### config.mk
export PLATFORM = sky130hd
export DESIGN_NAME = fifo_sync_param
export DESIGN_NICKNAME = d
export VERILOG_FILES = /design/src/rtl/fifo_sync_param.sv
export SDC_FILE = /design/constraint.sdc
export NUM_CORES = 1
export LEC_CHECK = 0
export BUFFER_PORTS_ARGS = -buffer_cell sky130_fd_sc_hd__buf_2
export CORE_MARGIN = 2
export CORE_UTILIZATION = 50
export CTS_BUF_LIST = sky130_fd_sc_hd__clkbuf_4 sky130_fd_sc_hd__clkbuf_8
export DETAILED_ROUTE_END_ITERATION = 6
export GPL_TIMING_DRIVEN = 0
export PLACE_DENSITY = 0.77
export SLEW_MARGIN = 0
export SYNTH_ARGS = -nofsm -noshare
export SYNTH_HDL_FRONTEND = slang
export SYNTH_SLANG_ARGS = --single-unit
### constraint.sdc
create_clock -name clk -period 8.8 [get_ports clk]
set_input_delay 2.2 -clock clk [delete_from_list [all_inputs] [get_ports clk]]
set_output_delay 2.2 -clock clk [all_outputs]
set_load 0.02 [all_outputs]
### src/rtl/fifo_sync_param.sv
// -----------------------------------------------------------------------------
// fifo_sync_param
//
// Single-clock FIFO used between the symbol-encoding stage and the bit-packing
// stage of the Huffman coder to absorb rate mismatch. Width and depth are
// parameters; the threshold is programmable at run time; overflow/underflow
// errors are sticky until cleared.
//
// Parameters
//   DATA_W  data word width in bits (>=1)
//   DEPTH   number of storage words (power of two, >=4)
//
// Ports
//   clk             rising-edge clock
//   rst_n           asynchronous active-low reset
//   wr / rd         write / read requests
//   data_in         write data, captured on an accepted write
//   thr_level       threshold compared against the fill count
//   clr_err         synchronous clear of the sticky error flags
//   data_out        registered read data (1-cycle read latency)
//   fifo_full       count == DEPTH
//   fifo_empty      count == 0
//   fifo_threshold  count >= thr_level
//   fifo_overflow   sticky: write attempted while full
//   fifo_underflow  sticky: read attempted while empty
//   fill_level      current word count, 0..DEPTH
// -----------------------------------------------------------------------------
module fifo_sync_param #(
   parameter int DATA_W = 32,
   parameter int DEPTH  = 16
) (
   input  logic                         clk,
   input  logic                         rst_n,
   input  logic                         wr,
   input  logic                         rd,
   input  logic [DATA_W-1:0]            data_in,
   input  logic [$clog2(DEPTH):0]       thr_level,
   input  logic                         clr_err,
   output logic [DATA_W-1:0]            data_out,
   output logic                         fifo_full,
   output logic                         fifo_empty,
   output logic                         fifo_threshold,
   output logic                         fifo_overflow,
   output logic                         fifo_underflow,
   output logic [$clog2(DEPTH):0]       fill_level
);

   localparam int ADDR_W = $clog2(DEPTH);

   localparam logic [ADDR_W-1:0] PTR_ONE = {{(ADDR_W-1){1'b0}}, 1'b1};
   localparam logic [ADDR_W:0]   CNT_ONE = {{ADDR_W{1'b0}}, 1'b1};
   localparam logic [ADDR_W:0]   CNT_MAX = DEPTH[ADDR_W:0];

   logic [DATA_W-1:0] mem_q [DEPTH];

   logic [ADDR_W-1:0] wptr_q, wptr_d;
   logic [ADDR_W-1:0] rptr_q, rptr_d;
   logic [ADDR_W:0]   count_q, count_d;
   logic [DATA_W-1:0] data_out_q, data_out_d;
   logic              ovf_q, ovf_d;
   logic              unf_q, unf_d;

   logic              wa;
   logic              ra;

   // Status flags come straight from the registered count, so they move only
   // on a clock edge or when thr_level itself changes.
   assign fifo_full      = (count_q == CNT_MAX);
   assign fifo_empty     = (count_q == '0);
   assign fifo_threshold = (count_q >= thr_level);
   assign fill_level     = count_q;
   assign data_out       = data_out_q;
   assign fifo_overflow  = ovf_q;
   assign fifo_underflow = unf_q;

   always_comb begin
      // Acceptance is judged against the state before the edge: on a full
      // FIFO the slot freed by a concurrent read is not reused this cycle, and
      // on an empty FIFO a concurrent write is not bypassed to data_out.
      wa = wr & ~fifo_full;
      ra = rd & ~fifo_empty;

      wptr_d     = wptr_q;
      rptr_d     = rptr_q;
      count_d    = count_q;
      data_out_d = data_out_q;
      ovf_d      = ovf_q;
      unf_d      = unf_q;

      if (wa) begin
         wptr_d = wptr_q + PTR_ONE;
      end
      if (ra) begin
         rptr_d     = rptr_q + PTR_ONE;
         data_out_d = mem_q[rptr_q];
      end

      case ({wa, ra})
         2'b10:   count_d = count_q + CNT_ONE;
         2'b01:   count_d = count_q - CNT_ONE;
         default: count_d = count_q;
      endcase

      // Clear first so that a coincident error event wins.
      if (clr_err) begin
         ovf_d = 1'b0;
         unf_d = 1'b0;
      end
      if (wr & fifo_full) begin
         ovf_d = 1'b1;
      end
      if (rd & fifo_empty) begin
         unf_d = 1'b1;
      end
   end

   always_ff @(posedge clk or negedge rst_n) begin
      if (!rst_n) begin
         wptr_q     <= '0;
         rptr_q     <= '0;
         count_q    <= '0;
         data_out_q <= '0;
         ovf_q      <= 1'b0;
         unf_q      <= 1'b0;
      end else begin
         wptr_q     <= wptr_d;
         rptr_q     <= rptr_d;
         count_q    <= count_d;
         data_out_q <= data_out_d;
         ovf_q      <= ovf_d;
         unf_q      <= unf_d;
      end
   end

   // Storage array is deliberately left unreset.
   always_ff @(posedge clk) begin
      if (wa) begin
         mem_q[wptr_q] <= data_in;
      end
   end

endmodule

# After elaboration in Yosys (flattened, before gate mapping)
# Memory sizes are Yosys's and may differ from the RTL's. A register that Yosys moved wholly into a read port is not among the register bits.
# Index checks and enable logic that the tools add are counted.
# classes
div_mod_pow	0
shift	0
mul	0
n_lt_le_gt_ge	1
n_bitwise	6
add_sub_neg	4
n_mux	6
eq_ne	3
reduce_logical	5
# op_table
cell	count
$pmux W5 S2	1
$add A4 B1 Y4 const B	2
$reduce_bool A2 Y1	3
$add A5 B1 Y5 const B	1
$eq A5 B5 Y1 const B	1
$ge A5 B5 Y1	1
$logic_not A5 Y1	1
$mux W1	5
$sub A5 B1 Y5 const B	1
$and A1 B1 Y1	4
$eq A2 B1 Y1 const B	1
$eq A2 B2 Y1 const B	1
$not A1 Y1	2
$logic_not A1 Y1	1
# totals
word_cells	31
ramBits	512
latch_bits	0
ff_bits	15
romBits	0
output_inout_bits	42
memories	1
inputBits	42
# memory_table
memory	words	width	read_ports	rd_ports_with_merged_regs	wr	line_no	text
mem_q	16	32	1	1	1	54	logic [DATA_W-1:0] mem_q [DEPTH];

# Depth between registers and ports, before layout
# Gate-level depths: netlist (run 1).
# logic_depth
depth_word	5
ltp_mapped	15
mapped_depth_nobuf	12

# Worst setup path after synthesis (run 1)
# Ideal clock, no wire load.
# synth_path
path_kind	input -> output
startpoint	input thr_level[0]
endpoint	output fifo_threshold
cell_stages	6
setup_slack_ns	3.503
t_required_ns	6.600
t_arrival_ns	3.097
n_path_buf	0
path_cell_list	ha_1 > nand2b_1 > a21oi_1 > nor2b_1 > o21ai_0 > a21oi_1
# synth_via
elab_chain_len	1
# synth_rtl
element	line_no	text
start: declaration	37	input logic [$clog2(DEPTH):0] thr_level,
$ge A5 B5 Y1	70	assign fifo_threshold = (count_q >= thr_level);
end: declaration	42	output logic fifo_threshold,
# Every way passes these cells.

# Worst setup path after layout (run 1)
# Same ends and word-level chain as after synthesis.

==> results of run 1 <==
placed cells by master, fill, tap and decap left out, types with 2 or more instances in the layout:
master,n
edfxtp_1,512
mux4_2,128
buf_2,100
clkbuf_8,98
dfrtp_1,47
o22ai_1,36
a21oi_1,35
mux2_2,34
clkbuf_4,33
o22ai_2,29
clkbuf_1,21
ha_1,14
buf_6,13
nor2_4,12
inv_1,11
nand2_1,11
clkinv_1,11
buf_12,9
buf_4,8
clkinv_2,8
xnor2_1,7
xor2_1,5
buf_1,5
nand2b_1,5
inv_6,5
nor3_2,4
o21ai_0,3
nor2_1,3
buf_8,3
bufinv_16,3
buf_16,3
and2_1,2
nand4_1,2
o21a_1,2
nor3_1,2
a22o_1,2
clkinvlp_4,2
layout make-up:
class,count,area [um^2],area share
clock inverters,29,230,0.00923
well taps,539,674,0.0270
inverters,11,41.3,0.00166
diodes,1,2.50,0.000100
multi-input cells,344,4720,0.189
repair buffers,107,808,0.0324
flip-flops and latches,559,16600,0.664
clock buffers,131,1600,0.0640
plain buffers,56,309,0.0124
cell families after synthesis:
family / synth area share
AOI/OAI and AO/OA: 0.0398
xor gates and xnor gates: 0.00489
adders and majority gates: 0.00814
buffers and inverters: 0.0163
DFF: 0.769
muxes: 0.152
and+or+nand+nor: 0.00971
how the worst min path moves through the flow:
| stage | startpoint | end | slack (ns) | depth (start not counted) |
|---|---|---|---|---|
| after floorplan | rptr_q[3] | rptr_q[3] | 0.47 | 1 |
| after global placement | rptr_q[3] | rptr_q[3] | 0.49 | 1 |
| after CTS | fifo_underflow | fifo_underflow | 0.51 | 1 |
| final | fifo_underflow | fifo_underflow | 0.51 | 1 |
| after global routing | rptr_q[3] | rptr_q[3] | 0.54 | 1 |
| after detailed placement | fifo_overflow | fifo_overflow | 0.49 | 1 |
layer usage:
layer,GRT usage,up-vias,wire length (um)
li1,-,4475,-
met1,0.299,5608,19100
met2,0.353,482,23500
met3,0.0449,84,3560
met4,0.0738,2,1140
met5,0,-,13
power groups by stage:
stage	sequential, mW	clock (mW)	combinational [mW]
after global routing	3.42	2.39	2.64
after CTS	3.40	2.28	2.50
final	3.40	2.25	2.48
after detailed placement	3.45	0	2.49
after floorplan	3.51	0	1.60
after global placement	3.46	0	2.34
registers in the layout (all words and copies together), names as in the netlist:
signal / flops
fifo_underflow: 1
rptr_q: 4
fifo_overflow: 1
fill_level: 5
data_out: 32
mem_q: 512
wptr_q: 4
per-stage QoR:
stage	power (mW)	instance area [um^2]
2_1_floorplan	5.12	21500
3_3_place_gp	5.80	22600
3_5_place_dp	5.94	23100
4_1_cts	8.18	24900
5_1_grt	8.46	24900
6_report	8.13	24900
==> flow_metrics.env, run 1 <==
export IMPL_outcome="finished, final reports clean"
export IMPL_path_max_fanout=1
export IMPL_endpoint="fifo_threshold"
export IMPL_worstRegToRegCells=13
export IMPL_syn_instance_count=970
export IMPL_numCtsBuffers=86
export IMPL_fin_ws_ns=3.21
export IMPL_final_nets=1221
export IMPL_drt_iter0_markers=1215
export IMPL_vias_per_cell=5.99
export IMPL_wl_per_cell_um=26.6
export IMPL_hold_buffers=0
export IMPL_synth_area_leader_cell="edfxtp_1"
export IMPL_grt_pass1_vias=11200
export IMPL_path_clk_slew_ns=0.06
export IMPL_fin_skew_ns=0.0338
export IMPL_r2r_end="fill_level[4]"
export IMPL_placed_cells_incl_taps=1616
export IMPL_cp_data_required_time_ns=6.60
export IMPL_syn_nets=1026
export IMPL_worst_path_largest_cell_delay_ns=0.27
export IMPL_vias=10700
export IMPL_routed_wl_mm=47.3
export IMPL_netlist_top_cells_count="edfxtp_1, mux4_2, dfrtp_1"
export IMPL_area_growth_pct=15.9
export IMPL_dpl_worst_slack_ns=3.23
export IMPL_crit_path_start="thr_level[0]"
export IMPL_ys_flop_type="edfxtp_1"
export IMPL_power_internal_mw=5.61
export IMPL_path_delay_family="compound AO/OA/AOI/OAI gates"
export IMPL_p_seq_frac=0.418
export IMPL_arrival_ns=3.39
export IMPL_synth_seq_cells=559
export IMPL_p_leak_nw=8.25
export IMPL_switching_share=0.310
export IMPL_cts_setup_buffers=0
export IMPL_antenna_found_initial=2
export IMPL_ant_nets=0
export IMPL_drtPass1Iterations=5
export IMPL_p_comb_frac=0.305
export IMPL_drv_slew=0
export IMPL_grt_pass1_wl_mm=70.0
export IMPL_die_h_um=211
export IMPL_final_setup_tns_ns=0
export IMPL_pin_count=84
export IMPL_clock_latency_ns=0.65
export IMPL_min_period_over_period=0.635
export IMPL_r2r_setup_slack_ns=5.20
export IMPL_hold_viol_final=0
export IMPL_hp_class="flop to flop"
export IMPL_cts_sinks=559
export IMPL_crit_buf_inv=2
export IMPL_yosysSeqAreaShare=0.769
export IMPL_clock_fmax_ghz=0.179
export IMPL_cts_root_buf="clkbuf_8"
export IMPL_fin_hold_ws_ns=0.505
export IMPL_drv_cap=0
export IMPL_critPathSlowestCell="ha_1"
export IMPL_start_util=0.509
export IMPL_rows=75
export IMPL_avgSynthCellArea_um2=22.2
export IMPL_layoutNonFillerInstCount=1777
export IMPL_io_buffers=83
export IMPL_drc_errors=0
export IMPL_die_area_um2=44700
export IMPL_reg2reg_from="fill_level[1]"
export IMPL_grt_max_degree=48
export IMPL_slew_headroom=0.294
export IMPL_ir_worst_vdd_uv=163
export IMPL_yosysUniqueCellTypes=35
export IMPL_yosys_warnings=0
export IMPL_criticalPathCategory="input pin to output port"
export IMPL_grtUsageTotal=0.218
export IMPL_place_gp_congestion=0.759
export IMPL_p_switching_mw=2.52
export IMPL_final_core_util=0.590
export IMPL_fin_crit_ns=5.59
export IMPL_core_area_um2=42200
export IMPL_cp_depth=8
export IMPL_crit_chain="buf_2, ha_1, nand2b_1, a21oi_1, nor2b_1, o21ai_0, a21oi_1, buf_2"
export IMPL_dp_hpwl_mm=29.6
export IMPL_syn_cell_area_um2=21500
export IMPL_ys_async_sr_fraction=0.0841
export IMPL_pwr_share_clk=0.277
export IMPL_gr_total_overflow=0
export IMPL_worst_setup_path_end_kind="output port"
export IMPL_rsz0062_at_grt="false"
export IMPL_clock_path_buffers=3
export IMPL_pwr_density_cell_nw_per_um2=326
export IMPL_synth_edff_count=512
export IMPL_dieWidth_um=211
export IMPL_synth_top_area_frac=0.715
export IMPL_finalSetupViolations=0
export IMPL_synth_area_top_cells="edfxtp_1, mux4_2, dfrtp_1, mux2_2, o22ai_2"
export IMPL_ctsResizeCount=0
export IMPL_start_kind="input pin"
export IMPL_fillers=2952
export IMPL_cts_tree="yes"
export IMPL_worst_pin_slew_ns=1.06
export IMPL_htreeDepth=3
export IMPL_layout_drive_gt1_share=0.402
export IMPL_yosysMostFrequentCell="edfxtp_1"
Power figures use the tool's default switching activity.
==> run 2, diff against run 1 <==
--- a/config.mk
+++ b/config.mk
@@ -5,6 +5,7 @@
 export SDC_FILE = /design/constraint.sdc
 export NUM_CORES = 1
 export LEC_CHECK = 0
+export ABC_AREA = 1
 export BUFFER_PORTS_ARGS = -buffer_cell sky130_fd_sc_hd__buf_2
 export CORE_MARGIN = 2
 export CORE_UTILIZATION = 50
==> constraint.sdc (replaced) <==
create_clock -name clk -period 5.2 [get_ports clk]
set_input_delay 1.3 -clock clk [delete_from_list [all_inputs] [get_ports clk]]
set_output_delay 1.3 -clock clk [all_outputs]
set_load 0.02 [all_outputs]
==> run 2 against run 1 <==
Clock power grew 62%. Routed wire length grew 33%. Via count grew 53%. Die area grew 6.2%. Setup slack lost 1.7 ns. Clock-buffer cell count shrank 8. Area after synthesis grew 6.3%. Combinational power grew 130%. Cell count grew 60%. Sequential share of layout area shrank 3.8 points. Synthesized cell count grew 100%. Largest cell class unchanged. Highest routed layer is now met4.
==> flow_metrics.env, run 2 <==
export IMPL_largest_register_ffs=512
export IMPL_pwr_share_clk=0.241
export IMPL_syn_instance_count=1957
export IMPL_avgSynthCellArea_um2=11.7
export IMPL_vias=16300
export IMPL_path_delay_family="buffers and inverters"
export IMPL_netlist_top_cells_count="nand2_1, edfxtp_1, nand3_1"
export IMPL_area_growth_pct=15.7
export IMPL_drv_cap=0
export IMPL_wl_per_cell_um=22.1
export IMPL_yosysMostFrequentCell="nand2_1"
export IMPL_clock_fmax_ghz=0.274
export IMPL_gr_total_overflow=0
export IMPL_cts_tree="yes"
export IMPL_ys_flop_type="edfxtp_1"
export IMPL_hold_viol_final=0
export IMPL_pin_count=84
export IMPL_p_total_mw=15.1
export IMPL_start_kind="input pin"
export IMPL_path_max_fanout=3
export IMPL_rows=78
export IMPL_numCtsBuffers=84
export IMPL_clock_latency_ns=0.66
export IMPL_p_comb_frac=0.382
export IMPL_crit_chain="buf_2, inv_1, ha_1, nand2_1, o311ai_0, buf_2"
export IMPL_yosysUniqueCellTypes=30
export IMPL_final_nets=2230
export IMPL_dieWidth_um=218
export IMPL_hold_buffers=0
export IMPL_crit_buf_inv=3
export IMPL_drc_errors=0
export IMPL_criticalPathCategory="input pin to output port"
export IMPL_start_util=0.505
export IMPL_regMostFlops="mem_q"
export IMPL_final_setup_tns_ns=0
export IMPL_finalSetupViolations=0
export IMPL_synth_area_leader_cell="edfxtp_1"
export IMPL_path_clk_slew_ns=0.05
export IMPL_ctsResizeCount=0
export IMPL_layout_commonest_cell="nand2_1"
export IMPL_ys_async_sr_fraction=0.0841
export IMPL_p_leak_nw=10.4
export IMPL_final_core_util=0.584
export IMPL_grtUsageTotal=0.268
export IMPL_yosysSeqAreaShare=0.724
export IMPL_synth_edff_count=512
export IMPL_cts_sinks=559
export IMPL_grt_pass1_wl_mm=94.5
export IMPL_power_internal_mw=9.16
export IMPL_syn_nets=2013
export IMPL_switching_share=0.393
export IMPL_cts_setup_buffers=0
export IMPL_die_h_um=218
export IMPL_htreeDepth=3
export IMPL_io_buffers=83
export IMPL_slew_headroom=0.218
export IMPL_clock_path_buffers=3
export IMPL_layout_drive_gt1_share=0.175
export IMPL_pwr_density_cell_nw_per_um2=570
export IMPL_cp_data_required_time_ns=3.90
export IMPL_routed_wl_mm=62.9
export IMPL_die_area_um2=47500
export IMPL_place_gp_congestion=0.869
export IMPL_antenna_found_initial=0
export IMPL_core_area_um2=45300
export IMPL_synth_top_area_frac=0.672
export IMPL_antenna_cells=0
export IMPL_grt_pass1_vias=16400
export IMPL_drtPass1Iterations=7
export IMPL_cts_root_buf="clkbuf_8"
export IMPL_ir_worst_vdd_uv=346
export IMPL_yosys_warnings=0
export IMPL_hp_class="flop to flop"
export IMPL_layout_common_cells="nand2_1, edfxtp_1, nand3_1"
export IMPL_min_period_over_period=0.702
export IMPL_cpMostUsedCell="buf_2"
export IMPL_drt_iter0_markers=2114
export IMPL_fin_skew_ns=0.0406
export IMPL_ant_nets=0
export IMPL_p_switching_mw=5.92
export IMPL_vias_per_cell=5.73
export IMPL_synth_seq_cells=559
export IMPL_worst_path_largest_cell_delay_ns=0.33
export IMPL_worst_pin_slew_ns=1.17
export IMPL_outcome="finished, final reports clean"
export IMPL_dp_hpwl_mm=41.3
export IMPL_syn_cell_area_um2=22900
export IMPL_p_seq_frac=0.377
export IMPL_synth_area_top_cells="edfxtp_1, nand2_1, nand3_1, dfrtp_1, buf_2"
export IMPL_drv_slew=0
export IMPL_grt_max_degree=48
export IMPL_fin_crit_ns=3.65
export IMPL_rsz0062_at_grt="false"
export IMPL_critPathSlowestCell="o311ai_0"
export IMPL_worst_setup_path_end_kind="output port"
export IMPL_arrival_ns=2.35
run 2: worst paths after layout:
kind	end	from	cells after the start	slack, ns
worst min-delay path	data_out[3]	data_out[3]	2	0.47
min in group asynchronous	fill_level[1]	rst_n	1	0.71
max in group asynchronous	data_out[2]	rst_n	1	3.95
worst max-delay path	fifo_threshold	thr_level[4]	6	1.55
worst max register to register	fill_level[4]	fill_level[1]	16	2.50
worst min register to register	data_out[3]	data_out[3]	2	0.47
run 2: per-layer routing:
| metal | up-vias | track usage | part of all wire |
|---|---|---|---|
| li1 | 7202 | - | - |
| met1 | 7729 | 0.345 | 0.36 |
| met2 | 1116 | 0.423 | 0.46 |
| met3 | 212 | 0.0608 | 0.12 |
| met4 | 0 | 0.148 | 0.051 |
| met5 | - | 0 | 0 |
run 2: stage by stage:
| stage | instance area, um^2 | hold WS [ns] | std cells | worst slack (ns) |
|---|---|---|---|---|
| final | 26400 | 0.471 | 2840 | 1.55 |
| after detailed placement | 24700 | 0.460 | 2688 | 1.55 |
| after global routing | 26400 | 0.494 | 2840 | 1.51 |
| after CTS | 26400 | 0.474 | 2840 | 1.55 |
| after global placement | 24000 | 0.460 | 2640 | -1.89 |
| after floorplan | 22900 | 0.584 | 1957 | 1.00 |
run 2: area by class of cell:
| class | instances | area, um^2 |
|---|---|---|
| clock buffers | 123 | 1510 |
| inverters | 31 | 121 |
| fillers | 3480 | 18800 |
| flip-flops and latches | 559 | 16600 |
| plain buffers | 114 | 757 |
| repair buffers | 131 | 1030 |
| multi-input cells | 1253 | 5530 |
| clock inverters | 29 | 193 |
| well taps | 600 | 751 |
run 2: logic make-up (layout without fill, tap and decap cells):
group	after synthesis	in the layout	synth area share
AOI/OAI and AO/OA	15	15	0.00378
xor gates and xnor gates	10	10	0.00383
adders and majority gates	14	14	0.00766
buffers and inverters	145	428	0.0384
DFF	559	559	0.724
and+or+nand+nor	1214	1214	0.223
run 2: power groups by stage:
stage | registers (mW) | clock network [mW] | logic [mW]
CTS | 5.68 | 3.66 | 5.66
floorplan | 5.92 | 0 | 3.39
global placement | 5.80 | 0 | 5.27
global route | 5.72 | 3.85 | 6.23
detailed placement | 5.76 | 0 | 5.62
finish | 5.68 | 3.64 | 5.76
run 2: worst reg2reg max path, stage by stage, from the launching register on:
cell and delay (ns):
dfrtp_1 0.46, nor2_1 0.12, nand2_1 0.12, nor2_2 0.14
inv_1 0.08, nand2_4 0.11, buf_2 0.31, ha_1 0.33
xor2_1 0.22, ha_1 0.17, inv_1 0.04, nand2_1 0.09
nand3_1 0.11, nand2_1 0.09, xor2_1 0.14, nand2_1 0.06
nand2_1 0.06
